## config.mk

```make
export PLATFORM = sky130hd
export DESIGN_NAME = hazard_scheduler
export DESIGN_NICKNAME = d
export VERILOG_FILES = /design/src/rtl/hazard_scheduler.sv
export SDC_FILE = /design/constraint.sdc
export NUM_CORES = 1
export LEC_CHECK = 0
export ABC_AREA = 1
export CELL_PAD_IN_SITES_DETAIL_PLACEMENT = 1
export CELL_PAD_IN_SITES_GLOBAL_PLACEMENT = 1
export CORE_ASPECT_RATIO = 1.2
export CORE_MARGIN = 2
export CORE_UTILIZATION = 34
export CTS_BUF_LIST = sky130_fd_sc_hd__clkbuf_8
export DETAILED_ROUTE_END_ITERATION = 12
export GPL_TIMING_DRIVEN = 0
export PLACE_DENSITY = 0.9
export SLEW_MARGIN = 10
export SYNTH_ARGS = -nofsm -noshare
export SYNTH_HDL_FRONTEND = slang
export SYNTH_SLANG_ARGS = --single-unit
```

## constraint.sdc

```tcl
create_clock -name clk -period 1.6 [get_ports clk]
set_input_delay 0.24 -clock clk [delete_from_list [all_inputs] [get_ports clk]]
set_output_delay 0.24 -clock clk [all_outputs]
set_load 0.03 [all_outputs]
```

## src/rtl/hazard_scheduler.sv

```systemverilog
// rtl/hazard_scheduler.sv - pipeline hazard/stall/flush sequencer with memory-wait watchdog (optional perf counters: HAZARD_PERF_CNT_EN)
module hazard_scheduler #(
  parameter int DELAY_SLOT = 0,
  parameter int WAIT_MAX   = 255,
  parameter int CNT_W      = 16
) (
  input  logic       clk,
  input  logic       reset_n,
  input  logic [4:0] id_rs,
  input  logic [4:0] id_rt,
  input  logic       id_use_rs,
  input  logic       id_use_rt,
  input  logic       id_branch,
  input  logic       id_take,
  input  logic       id_jump,
  input  logic       id_jreg,
  input  logic       ex_regwrite,
  input  logic       ex_memread,
  input  logic [4:0] ex_wreg,
  input  logic       mem_regwrite,
  input  logic       mem_memread,
  input  logic [4:0] mem_wreg,
  input  logic       dmem_req,
  input  logic       dmem_ready,
  output logic       pc_en,
  output logic       ifid_en,
  output logic       exmem_en,
  output logic       ifid_flush,
  output logic       idex_flush,
  output logic       memwb_bubble,
  output logic       mem_timeout,
  output logic [1:0] state
`ifdef HAZARD_PERF_CNT_EN
  ,
  output logic [31:0] perf_stall,
  output logic [31:0] perf_flush,
  output logic [31:0] perf_wait
`endif
);

  typedef enum logic [1:0] {
    RUN      = 2'd0,
    MEM_WAIT = 2'd1,
    RECOVER  = 2'd2
  } stateT;

  localparam logic [CNT_W-1:0] WAIT_TOP  = CNT_W'(WAIT_MAX);
  localparam logic [CNT_W-1:0] WAIT_LAST = CNT_W'(WAIT_MAX - 1);

  stateT            curState;
  stateT            nextState;
  logic [CNT_W-1:0] waitCnt;
  logic             timeoutFlag;

  logic exMatch, exCtlMatch, memCtlMatch;
  logic isCtl, loadUse, ctlEx, ctlMem, dataStall, transfer;
  logic freeze, enterTimeout;

  // mem_regwrite carries no hazard on its own: only a load in MEM delays a branch compare
  logic unusedInputs;
  assign unusedInputs = mem_regwrite;

  // Operand-match and hazard detection; jr/jalr only depend on rs
  always_comb begin
    isCtl       = id_branch | id_jreg;
    exMatch     = (ex_wreg != 5'd0) &&
                  ((id_use_rs && ex_wreg == id_rs) || (id_use_rt && ex_wreg == id_rt));
    exCtlMatch  = id_jreg ? ((ex_wreg != 5'd0) && ex_wreg == id_rs) : exMatch;
    memCtlMatch = id_jreg ? ((mem_wreg != 5'd0) && mem_wreg == id_rs)
                          : ((mem_wreg != 5'd0) &&
                             ((id_use_rs && mem_wreg == id_rs) || (id_use_rt && mem_wreg == id_rt)));
    loadUse     = ex_memread & exMatch;
    ctlEx       = isCtl & ex_regwrite & exCtlMatch;
    ctlMem      = isCtl & mem_memread & memCtlMatch;
    dataStall   = loadUse | ctlEx | ctlMem;
    transfer    = ((id_branch & id_take) | id_jump) & ~dataStall;
  end

  // State register with async reset
  always_ff @(posedge clk or negedge reset_n) begin
    if (!reset_n) curState <= RUN;
    else          curState <= nextState;
  end

  // Next-state and prioritised per-stage controls; reset forces NOPs into every register
  always_comb begin
    nextState    = curState;
    enterTimeout = 1'b0;
    freeze       = 1'b0;
    pc_en        = 1'b1;
    ifid_en      = 1'b1;
    exmem_en     = 1'b1;
    ifid_flush   = 1'b0;
    idex_flush   = 1'b0;
    memwb_bubble = 1'b0;

    case (curState)
      RUN:      if (dmem_req && !dmem_ready) nextState = MEM_WAIT;
      MEM_WAIT: begin
        if (dmem_ready) nextState = RUN;
        else if (waitCnt >= WAIT_LAST) begin
          nextState    = RECOVER;
          enterTimeout = 1'b1;
        end
      end
      RECOVER:  nextState = RUN;
      default:  nextState = RUN;
    endcase

    freeze = ((curState == RUN) && dmem_req && !dmem_ready) || (curState == MEM_WAIT);

    if (freeze) begin
      pc_en        = 1'b0;
      ifid_en      = 1'b0;
      exmem_en     = 1'b0;
      memwb_bubble = 1'b1;
    end else if (curState == RECOVER) begin
      pc_en        = 1'b0;
      ifid_en      = 1'b0;
      memwb_bubble = 1'b1;
    end else if (dataStall) begin
      pc_en      = 1'b0;
      ifid_en    = 1'b0;
      idex_flush = 1'b1;
    end else if (transfer && DELAY_SLOT == 0) begin
      ifid_flush = 1'b1;
    end

    if (!reset_n) begin
      pc_en        = 1'b0;
      ifid_en      = 1'b0;
      exmem_en     = 1'b0;
      ifid_flush   = 1'b1;
      idex_flush   = 1'b1;
      memwb_bubble = 1'b1;
    end
  end

  // Watchdog: counts consecutive MEM_WAIT cycles; the timeout flag is sticky until reset
  always_ff @(posedge clk or negedge reset_n) begin
    if (!reset_n) begin
      waitCnt     <= '0;
      timeoutFlag <= 1'b0;
    end else begin
      if (curState == MEM_WAIT) begin
        if (waitCnt != WAIT_TOP) waitCnt <= waitCnt + 1'b1;
      end else begin
        waitCnt <= '0;
      end
      if (enterTimeout) timeoutFlag <= 1'b1;
    end
  end

  assign mem_timeout = timeoutFlag;
  assign state       = curState;

`ifdef HAZARD_PERF_CNT_EN
  logic stallCycle;
  assign stallCycle = dataStall & ~freeze & (curState != RECOVER);

  // Free-running wrap-around event counters
  always_ff @(posedge clk or negedge reset_n) begin
    if (!reset_n) begin
      perf_stall <= '0;
      perf_flush <= '0;
      perf_wait  <= '0;
    end else begin
      if (stallCycle) perf_stall <= perf_stall + 32'd1;
      if (ifid_flush) perf_flush <= perf_flush + 32'd1;
      if (freeze)     perf_wait  <= perf_wait + 32'd1;
    end
  end
`endif

endmodule

```

==> summary.txt, run 1 <==
Worst setup path
  – Register-to-Register Path Depth: 9
  – Crit path launch type: flop
  – Worst path buffer plus inverter count: 5
  – Worst Path Required: 1360 ps
  – Crit. path cell count: 10
  – Setup CP Type: reg2out
  – CP max stage delay: 410 ps
  – CP top delay family: buffers and inverters
  – Worst setup EP type: output port
  – CP cell instances: inv_2, nor2_4, inv_2, and2_4, o21ai_4, inv_2, nand2_4, nor2_4, buf_6, buf_6
  – CP most frequent cell: inv_2
  – Worst EP arrival: 1530 ps
  – Worst-path fanout max: 2
  – CP max-delay cell: dfrtp_2

Logic synthesis
  – Post-synthesis cell count: 240
  – Ys async rst share: 1.00
  – Most common cell in the netlist: nand2_1
  – Synth top area share: 0.310
  – EDFF count, synth: 0
  – Yosys Warn Count: 0
  – Synth Register Bits: 19
  – Syn Area/Cell: 6.40 µm²
  – Synth top cells by count: nand2_1, nor2_1, inv_1
  – Sequential fraction of the synthesis area: 0.310
  – Post-synth cell types: 29
  – Prevailing post-synth register cell: dfrtp_1
  – Post-Syn Nets: 276
  – Synth area leader: dfrtp_1
  – Synth area leaders: dfrtp_1, nand2_1, nor2_1
  – Mapped Area: 1540 µm²

STA
  – RSZ-0062 raised after global routing: true
  – Worst slew pin tran: 602 ps
  – Setup Skew: 6.13 ps
  – Final Cycle Share: 1.11
  – Hold_ws: 71.3 ps
  – Period minus WS final: 1770 ps
  – Max Clk Rate: 564 MHz
  – Setup Viol. Count Final: 6
  – Final hold violation count: 0
  – Min setup slack post-route: -172 ps
  – Relative slew slack: 0.599
  – Slew Viols, Final: 0

Power
  – Cell Int Power: 833 µW
  – Switching Fraction: 0.323
  – Max VDD drop: 420 µV
  – Clk pwr share: 0.274
  – Sequential share of power: 0.409
  – Leakage: 0.00111 µW
  – Switch Pwr: 397 µW
  – Power per cell area: 558 nW/µm²
  – Combinational share of power: 0.317

Finish
  – Area delta synth->final: 43.7%
  – Post-route cell area: 2210 µm²
  – ANT cells: 0
  – Layout cell share with drive strength beyond 1: 0.311
  – Nets: 330

Floorplanning
  – IO Pins: 43
  – Die area: 5070 µm²
  – Die Width: 65.3 µm
  – Site Rows: 26
  – Core Footprint: 4290 µm²
  – Die height: 77.6 µm
  – Initial core utilization: 0.358

Drt
  – Vias: 1,734
  – WL final: 5.13 mm
  – DR WL/cell: 14.7 µm
  – Pre-Repair DR Iteration Count: 4
  – DRC viols: 0
  – Antenna viol nets, final: 0
  – Initial DRC count: 66
  – Post-DR vias/cell: 4.97

Clock network
  – Post-CTS Hold Buffers: 0
  – H-Tree Depth: 1
  – CTS Sinks: 19
  – CTS buffer count: 3
  – CTS tree: built
  – Root buf cell: clkbuf_8
  – Clock-pin slew on the worst setup and hold paths: 70 ps
  – Worst-Skew Late Latency: 260 ps
  – Clock buffer depth: 2

Global routing
  – First-pass GRT wire length: 8.32 mm
  – Pin count of the biggest net entering global routing: 24
  – Initial antenna violation count: 0
  – Vias in the first global route: 1,847
  – Total GRT Usage: 0.205
  – Grt ovf: 0

Placement
  – DP Area: 2040 µm²
  – Place WS: -1110 ps
  – Port buffer count: 41
  – Post-DP HPWL: 3.72 mm
  – GP Congestion: 0.822

Outcome
  – Status: finished, violations left
  – Failing checks: negative setup slack

Flow run
  – Max_cap viols: 0

Min path
  – Hold WC Path Type: in2async
## routing by layer
layer	wire length, µm	share of wire	global-route usage	vias to the layer above
met5	0	0	0	-
met4	87	0.017	0.0438	0
met3	152	0.030	0.0217	9
met2	2820	0.55	0.388	27
met1	2070	0.40	0.245	840
li1	-	-	-	858
## power groups by stage
stage	clock, µW	combinational [µW]	sequential [µW]
finish	337	390	503
global route	363	427	504
CTS	351	362	500
detailed placement	0	352	511
global placement	0	343	510
floorplan	0	167	514
## cell type report
class / instances / area, µm²
Fill cell: 565 / 2090
Multi-Input combinational cell: 185 / 1060
Sequential cell: 19 / 482
Timing Repair Buffer: 49 / 402
Inverter: 34 / 128
Tap cell: 56 / 70.1
Clock buffer: 3 / 41.3
Buffer: 2 / 18.8
Clock inverter: 1 / 5.00
## cells by family after synthesis
| group | count (synthesis) | share of synthesized area |
|---|---|---|
| AND/OR/NAND/NOR | 151 | 0.447 |
| XOR/XNOR | 10 | 0.0570 |
| buffers and inverters | 36 | 0.0905 |
| AO/OA/AOI/OAI | 22 | 0.0791 |
| flip-flops | 19 | 0.310 |
| adder cells (fa/ha/maj) | 2 | 0.0163 |
## metrics by stage
stage / setup TNS, ps / instances / util / total power [µW]
after CTS: -950 / 346 / 0.500 / 1210
after detailed placement: -6220 / 337 / 0.476 / 863
after floorplan: -87.2 / 240 / - / 681
after global routing: -1250 / 349 / 0.514 / 1290
final: -717 / 349 / 0.514 / 1230
after global placement: -5930 / 337 / 0.476 / 853
## state kept, by name, summed over array words and instances, names as in the netlist
signal       cells
state            2
waitCnt         16
mem_timeout      1
## worst register-to-register path, stage by stage (launching register included)
cell     delay, ps
dfrtp_2        450
ha_2           230
nand2_2        130
nor2_4          60
nand2_4        110
nand2_4         80
nor2_4         110
nand2_1         70
nand2_1         80
a21oi_1         60
## final timing paths
check / start / end / slack, ps
worst max-delay path: state[0] / pc_en / -170
worst min-delay path: reset_n / state[0] / 70
worst max register to register: waitCnt[0] / waitCnt[7] / 90
worst min register to register: mem_timeout / mem_timeout / 480
max in group asynchronous: reset_n / waitCnt[0] / 1100
min in group clk: dmem_ready / state[0] / 300
## layout by cell type (no fill, tap or decap), types with 5 or more instances in the layout
cell,n
inv_1,21
clkbuf_2,13
o21ai_0,7
a21oi_1,6
nand2_1,67
buf_4,9
clkdlybuf4s15_1,6
nand3_1,11
xor2_1,6
dfrtp_1,14
nor2_4,7
buf_6,7
nor2_2,6
inv_2,13
dfrtp_2,5
clkdlybuf4s50_1,8
nor2_1,32
nand2_2,7
## what timing repair did
action,in CTS,in global routing
gates cloned,0,0
endpoints found under the setup margin,10,13
gates resized for setup,95,59
pin swaps,12,15
setup buffers,5,4
No activity file was read; power rests on OpenSTA's default activity.
==> run 2: changes to the inputs <==
--- a/config.mk
+++ b/config.mk
@@ -15,6 +15,7 @@
 export DETAILED_ROUTE_END_ITERATION = 12
 export GPL_TIMING_DRIVEN = 0
 export PLACE_DENSITY = 0.9
+export SKIP_CTS_REPAIR_TIMING = 1
 export SLEW_MARGIN = 10
 export SYNTH_ARGS = -nofsm -noshare
 export SYNTH_HDL_FRONTEND = slang
==> constraint.sdc (replaced) <==
create_clock -name clk -period 1.6 [get_ports clk]
set_input_delay 0.32 -clock clk [delete_from_list [all_inputs] [get_ports clk]]
set_output_delay 0.32 -clock clk [all_outputs]
set_load 0.03 [all_outputs]
==> run 2 against run 1 <==
Against the previous run: the run still ends with negative setup slack left; cell count is 1.4% lower; count of clock-buffer cells in the layout stayed put; register-to-register slack worse by 40 ps; utilization is 0.20 points lower; final area is 0.40% lower; combinational power is 6.2% lower; sequential cell count stayed put; first-iteration DRC count is 36% lower; routed wire length is 5.1% lower; via count is 1.2% lower; sequential power hardly changed; sequential share of layout area is 0.084 points lower; critical endpoint unchanged; largest power group unchanged.
==> summary.txt, run 2 (same netlist as run 1, synthesis figures left out) <==
Outcome
  – Failing checks: negative setup slack
  – Status: finished, violations left

Power
  – Clk pwr share: 0.282
  – Power per cell area: 551 nW/µm²
  – Switch Pwr: 391 µW
  – Switching Fraction: 0.323
  – Combinational share of power: 0.302
  – Tot Pwr: 1210 µW
  – Leakage: 0.00126 µW
  – Sequential share of power: 0.416
  – Max VDD drop: 519 µV
  – Cell Int Power: 820 µW

Worst setup path
  – Worst Path Required: 1280 ps
  – CP cell instances: inv_2, nand4_1, and2_4, o21ai_4, inv_2, nand2_4, nor2_4, buf_6, buf_6
  – Worst-path fanout max: 3
  – CP max-delay cell: dfrtp_2
  – Worst EP arrival: 1570 ps
  – Crit path launch type: flop
  – Worst setup EP type: output port
  – CP max stage delay: 440 ps
  – Setup CP Type: reg2out

STA
  – Min setup slack post-route: -289 ps
  – Hold_ws: 45.7 ps
  – Setup TNS: -1450 ps
  – Max Clk Rate: 529 MHz
  – Final Cycle Share: 1.18
  – Setup Viol. Count Final: 6
  – RSZ-0062 raised after global routing: true
  – Relative slew slack: 0.608
  – Final hold violation count: 0
  – Period minus WS final: 1890 ps
  – Slew Viols, Final: 0
  – Setup Skew: 0.758 ps
  – Worst slew pin tran: 588 ps

Flow run
  – Max_cap viols: 0

Finish
  – Largest register FFs: 16
  – Top reg by flops: waitCnt
  – Most common cell after layout, fill and taps aside: nand2_1
  – Commonest non-fill, non-tap cells in the layout: nand2_1, nor2_1, inv_1, dlymetal6s2s_1, dfrtp_1
  – Area delta synth->final: 43.1%
  – Layout cell share with drive strength beyond 1: 0.260
  – Nets: 325
  – Fill count: 576
  – ANT cells: 0

Global routing
  – First-pass GRT wire length: 8.17 mm
  – Pin count of the biggest net entering global routing: 24
  – Initial antenna violation count: 0
  – Vias in the first global route: 1,867
  – Total GRT Usage: 0.201
  – Grt ovf: 0

Clock network
  – Worst-Skew Late Latency: 260 ps
  – Root buf cell: clkbuf_8
  – Clock-pin slew on the worst setup and hold paths: 70 ps
  – CTS buffer count: 3
  – CTS Sinks: 19
  – H-Tree Depth: 1
  – Clock buffer depth: 2
  – CTS tree: built

Floorplanning
  – Die area: 5070 µm²
  – IO Pins: 43
  – Core Footprint: 4290 µm²
  – Site Rows: 26
  – Die height: 77.6 µm
  – Initial core utilization: 0.358
  – Die Width: 65.3 µm

Drt
  – DRC viols: 0
  – Vias: 1,714
  – Initial DRC count: 42
  – Post-DR vias/cell: 4.98
  – DR WL/cell: 14.2 µm
  – WL final: 4.87 mm
  – Pre-Repair DR Iteration Count: 4
  – Antenna viol nets, final: 0

Placement
  – Post-DP HPWL: 3.72 mm
  – Place WS: -1290 ps
  – GP Congestion: 0.822
  – Port buffer count: 41

Min path
  – Hold WC Path Type: in2async
## run 2: cell types whose count changed in the layout (fill, tap and decap cells not counted), moves of 4 or more
cell and delta:
dlygate4sd2_1 -4, buf_4 -4, clkdlybuf4s15_1 -6, dlymetal6s2s_1 +18
clkbuf_2 -4
## run 2: final timing paths
kind,start,endpoint,slack [ps],cells past startpoint
setup / recovery,state[0],pc_en,-290,9
hold / removal,reset_n,waitCnt[13],50,1
setup reg to reg,waitCnt[0],waitCnt[7],50,9
hold reg to reg,mem_timeout,mem_timeout,460,1
max in group asynchronous,reset_n,state[1],1130,1
min in group clk,dmem_ready,state[0],290,2
## run 2: power groups by stage
| stage | combinational (µW) | clock [µW] | sequential, µW |
|---|---|---|---|
| after floorplan | 168 | 0 | 514 |
| after global placement | 342 | 0 | 510 |
| after detailed placement | 354 | 0 | 511 |
| after CTS | 357 | 350 | 502 |
| after global routing | 405 | 368 | 505 |
| final | 366 | 342 | 503 |
## run 2: metal layers
metal	wire [µm]	global-route usage	vias up	share of wire
met4	139	0.0646	0	0.029
li1	-	-	844	-
met3	156	0.0217	15	0.032
met5	0	0	-	0
met2	2650	0.377	35	0.54
met1	1920	0.232	820	0.39
## run 2: area by class of cell
type | instances | area (µm²) | area share
multi-input combinational | 185 | 1030 | 0.471
sequential | 19 | 478 | 0.218
timing repair buffer | 44 | 424 | 0.193
inverter | 34 | 128 | 0.0581
tap | 56 | 70.1 | 0.0319
clock buffer | 3 | 41.3 | 0.0188
buffer | 2 | 16.3 | 0.00740
clock inverter | 1 | 5.00 | 0.00228
## run 2: metrics by stage
stage                      util  instances  instance area (µm²)
after detailed placement  0.476        337                 2050
after CTS                 0.487        341                 2090
after global placement    0.476        337                 2050
after global routing      0.512        344                 2200
after floorplan               -        240                 1570
final                     0.512        344                 2200
## run 2: critical path, delay by kind of cell, from the launching register on
kind                   cells  cell delay [ps]
buffers and inverters      4              380
DFF                        1              440
AOI/OAI and AO/OA          1               50
and+or+nand+nor            4              420
==> run 3: changes to the inputs <==
==> constraint.sdc (replaced) <==
create_clock -name clk -period 1.6 [get_ports clk]
set_input_delay 0.4 -clock clk [delete_from_list [all_inputs] [get_ports clk]]
set_output_delay 0.4 -clock clk [all_outputs]
set_load 0.03 [all_outputs]
==> run 3 against run 2 <==
Against the previous run: the run still ends with negative setup slack left; register-to-register slack lost 20 ps; combinational power grew 5%; sequential share of layout area shrank 0.086 points; cell count grew 0.29%; non-clock buffer count grew 1; clock skew grew 1.2 ps; hold slack gained 96 ps; via count shrank 0.93%; die area is the same; highest routed layer unchanged.
==> summary.txt, run 3 (same netlist as run 1, synthesis figures left out) <==
Finish
  – Nets: 326
  – ANT cells: 0
  – Commonest non-fill, non-tap cells in the layout: nand2_1, nor2_1, inv_1, dfrtp_1
  – Top reg by flops: waitCnt
  – Most common cell after layout, fill and taps aside: nand2_1
  – Post-route cell area: 2210 µm²
  – Layout cell share with drive strength beyond 1: 0.325
  – Largest register FFs: 16
  – Area delta synth->final: 43.7%

Floorplanning
  – Site Rows: 26
  – Die Width: 65.3 µm
  – Core Footprint: 4290 µm²
  – Die height: 77.6 µm
  – Die area: 5070 µm²
  – Initial core utilization: 0.358
  – IO Pins: 43

Min path
  – Hold WC Path Type: in2async

Drt
  – Vias: 1,698
  – Antenna viol nets, final: 0
  – Initial DRC count: 32
  – DR WL/cell: 13.9 µm
  – Post-DR vias/cell: 4.92
  – DRC viols: 0
  – WL final: 4.79 mm
  – Pre-Repair DR Iteration Count: 4

Global routing
  – Pin count of the biggest net entering global routing: 24
  – Grt ovf: 0
  – Total GRT Usage: 0.193
  – Initial antenna violation count: 0
  – First-pass GRT wire length: 7.95 mm
  – Vias in the first global route: 1,854

STA
  – Setup Skew: 1.91 ps
  – Min setup slack post-route: -437 ps
  – RSZ-0062 raised after global routing: true
  – Max Clk Rate: 491 MHz
  – Slew Viols, Final: 0
  – Relative slew slack: 0.588
  – Worst slew pin tran: 619 ps
  – Final hold violation count: 0
  – Period minus WS final: 2040 ps
  – Setup Viol. Count Final: 6
  – Final Cycle Share: 1.27

Placement
  – DP Area: 2050 µm²
  – Port buffer count: 41
  – Place WS: -1500 ps
  – GP Congestion: 0.811
  – Post-DP HPWL: 3.62 mm

Outcome
  – Status: finished, violations left
  – Failing checks: negative setup slack

Flow run
  – Max_cap viols: 0

Power
  – Max VDD drop: 395 µV
  – Leakage: 0.00120 µW
  – Power per cell area: 557 nW/µm²
  – Tot Pwr: 1230 µW

Worst setup path
  – Worst setup EP type: output port
  – Worst EP arrival: 1640 ps
  – Worst Path Required: 1200 ps
  – Setup CP Type: reg2out
  – Crit path launch type: flop
  – Worst-path fanout max: 3

Clock network
  – CTS tree: built
  – H-Tree Depth: 1
  – Worst-Skew Late Latency: 260 ps
  – CTS Sinks: 19
  – Clock buffer depth: 2
  – CTS buffer count: 3
  – Clock-pin slew on the worst setup and hold paths: 80 ps
  – Root buf cell: clkbuf_8
[run 3: changes by cell type in the layout (fill, tap and decap cells not counted), moves of 2 or more]
cell,before,now
dlymetal6s2s_1,19,10
nand2_1,65,58
clkbuf_2,9,14
nand2_2,9,14
buf_8,0,3
buf_2,3,1
buf_4,5,7
buf_6,4,6
nand2_4,3,5
[run 3: final cells by class]
type	instances	area, µm²
Timing Repair Buffer	45	404
Multi-Input combinational cell	185	1060
Fill cell	566	2090
Buffer	2	18.8
Inverter	34	130
Clock buffer	3	41.3
Sequential cell	19	478
Clock inverter	1	5.00
Tap cell	56	70.1
[run 3: per-layer routing]
layer	vias up	part of all wire	global-route usage
met1	816	0.40	0.229
li1	854	-	-
met2	24	0.56	0.370
met3	4	0.027	0.0159
met5	-	0	0
met4	0	0.0058	0.0375
[run 3: worst paths after layout]
kind	from	to	slack (ps)	depth (start not counted)
min reg2reg	mem_timeout	mem_timeout	470	1
max reg2reg	waitCnt[1]	waitCnt[7]	30	9
min	reset_n	waitCnt[12]	140	1
max in group asynchronous	reset_n	state[1]	1020	1
max	state[0]	pc_en	-440	9
min in group clk	dmem_ready	state[0]	380	2
[run 3: worst max-delay path, cell delays in order, from the launching register on]
cell and delay [ps]:
dfrtp_2 440, inv_2 90, nand4_1 160, and2_4 190, o21ai_4 50, inv_2 80, nand2_4 80, nor2_4 50
buf_6 110, buf_6 120
[run 3: metrics by stage]
step / hold WS (ps) / util / TNS, ps / std cells
2_1_floorplan: 104 / - / -476 / 240
5_1_grt: 189 / 0.514 / -2860 / 345
3_5_place_dp: 457 / 0.478 / -11840 / 337
3_3_place_gp: 449 / 0.478 / -10870 / 337
4_1_cts: 472 / 0.489 / -8730 / 341
6_report: 142 / 0.514 / -2180 / 345
[run 3: power by group]
| group | switching (µW) | internal, µW | total (µW) |
|---|---|---|---|
| logic | 217 | 169 | 385 |
| registers | 14.2 | 489 | 503 |
| clock network | 168 | 173 | 341 |
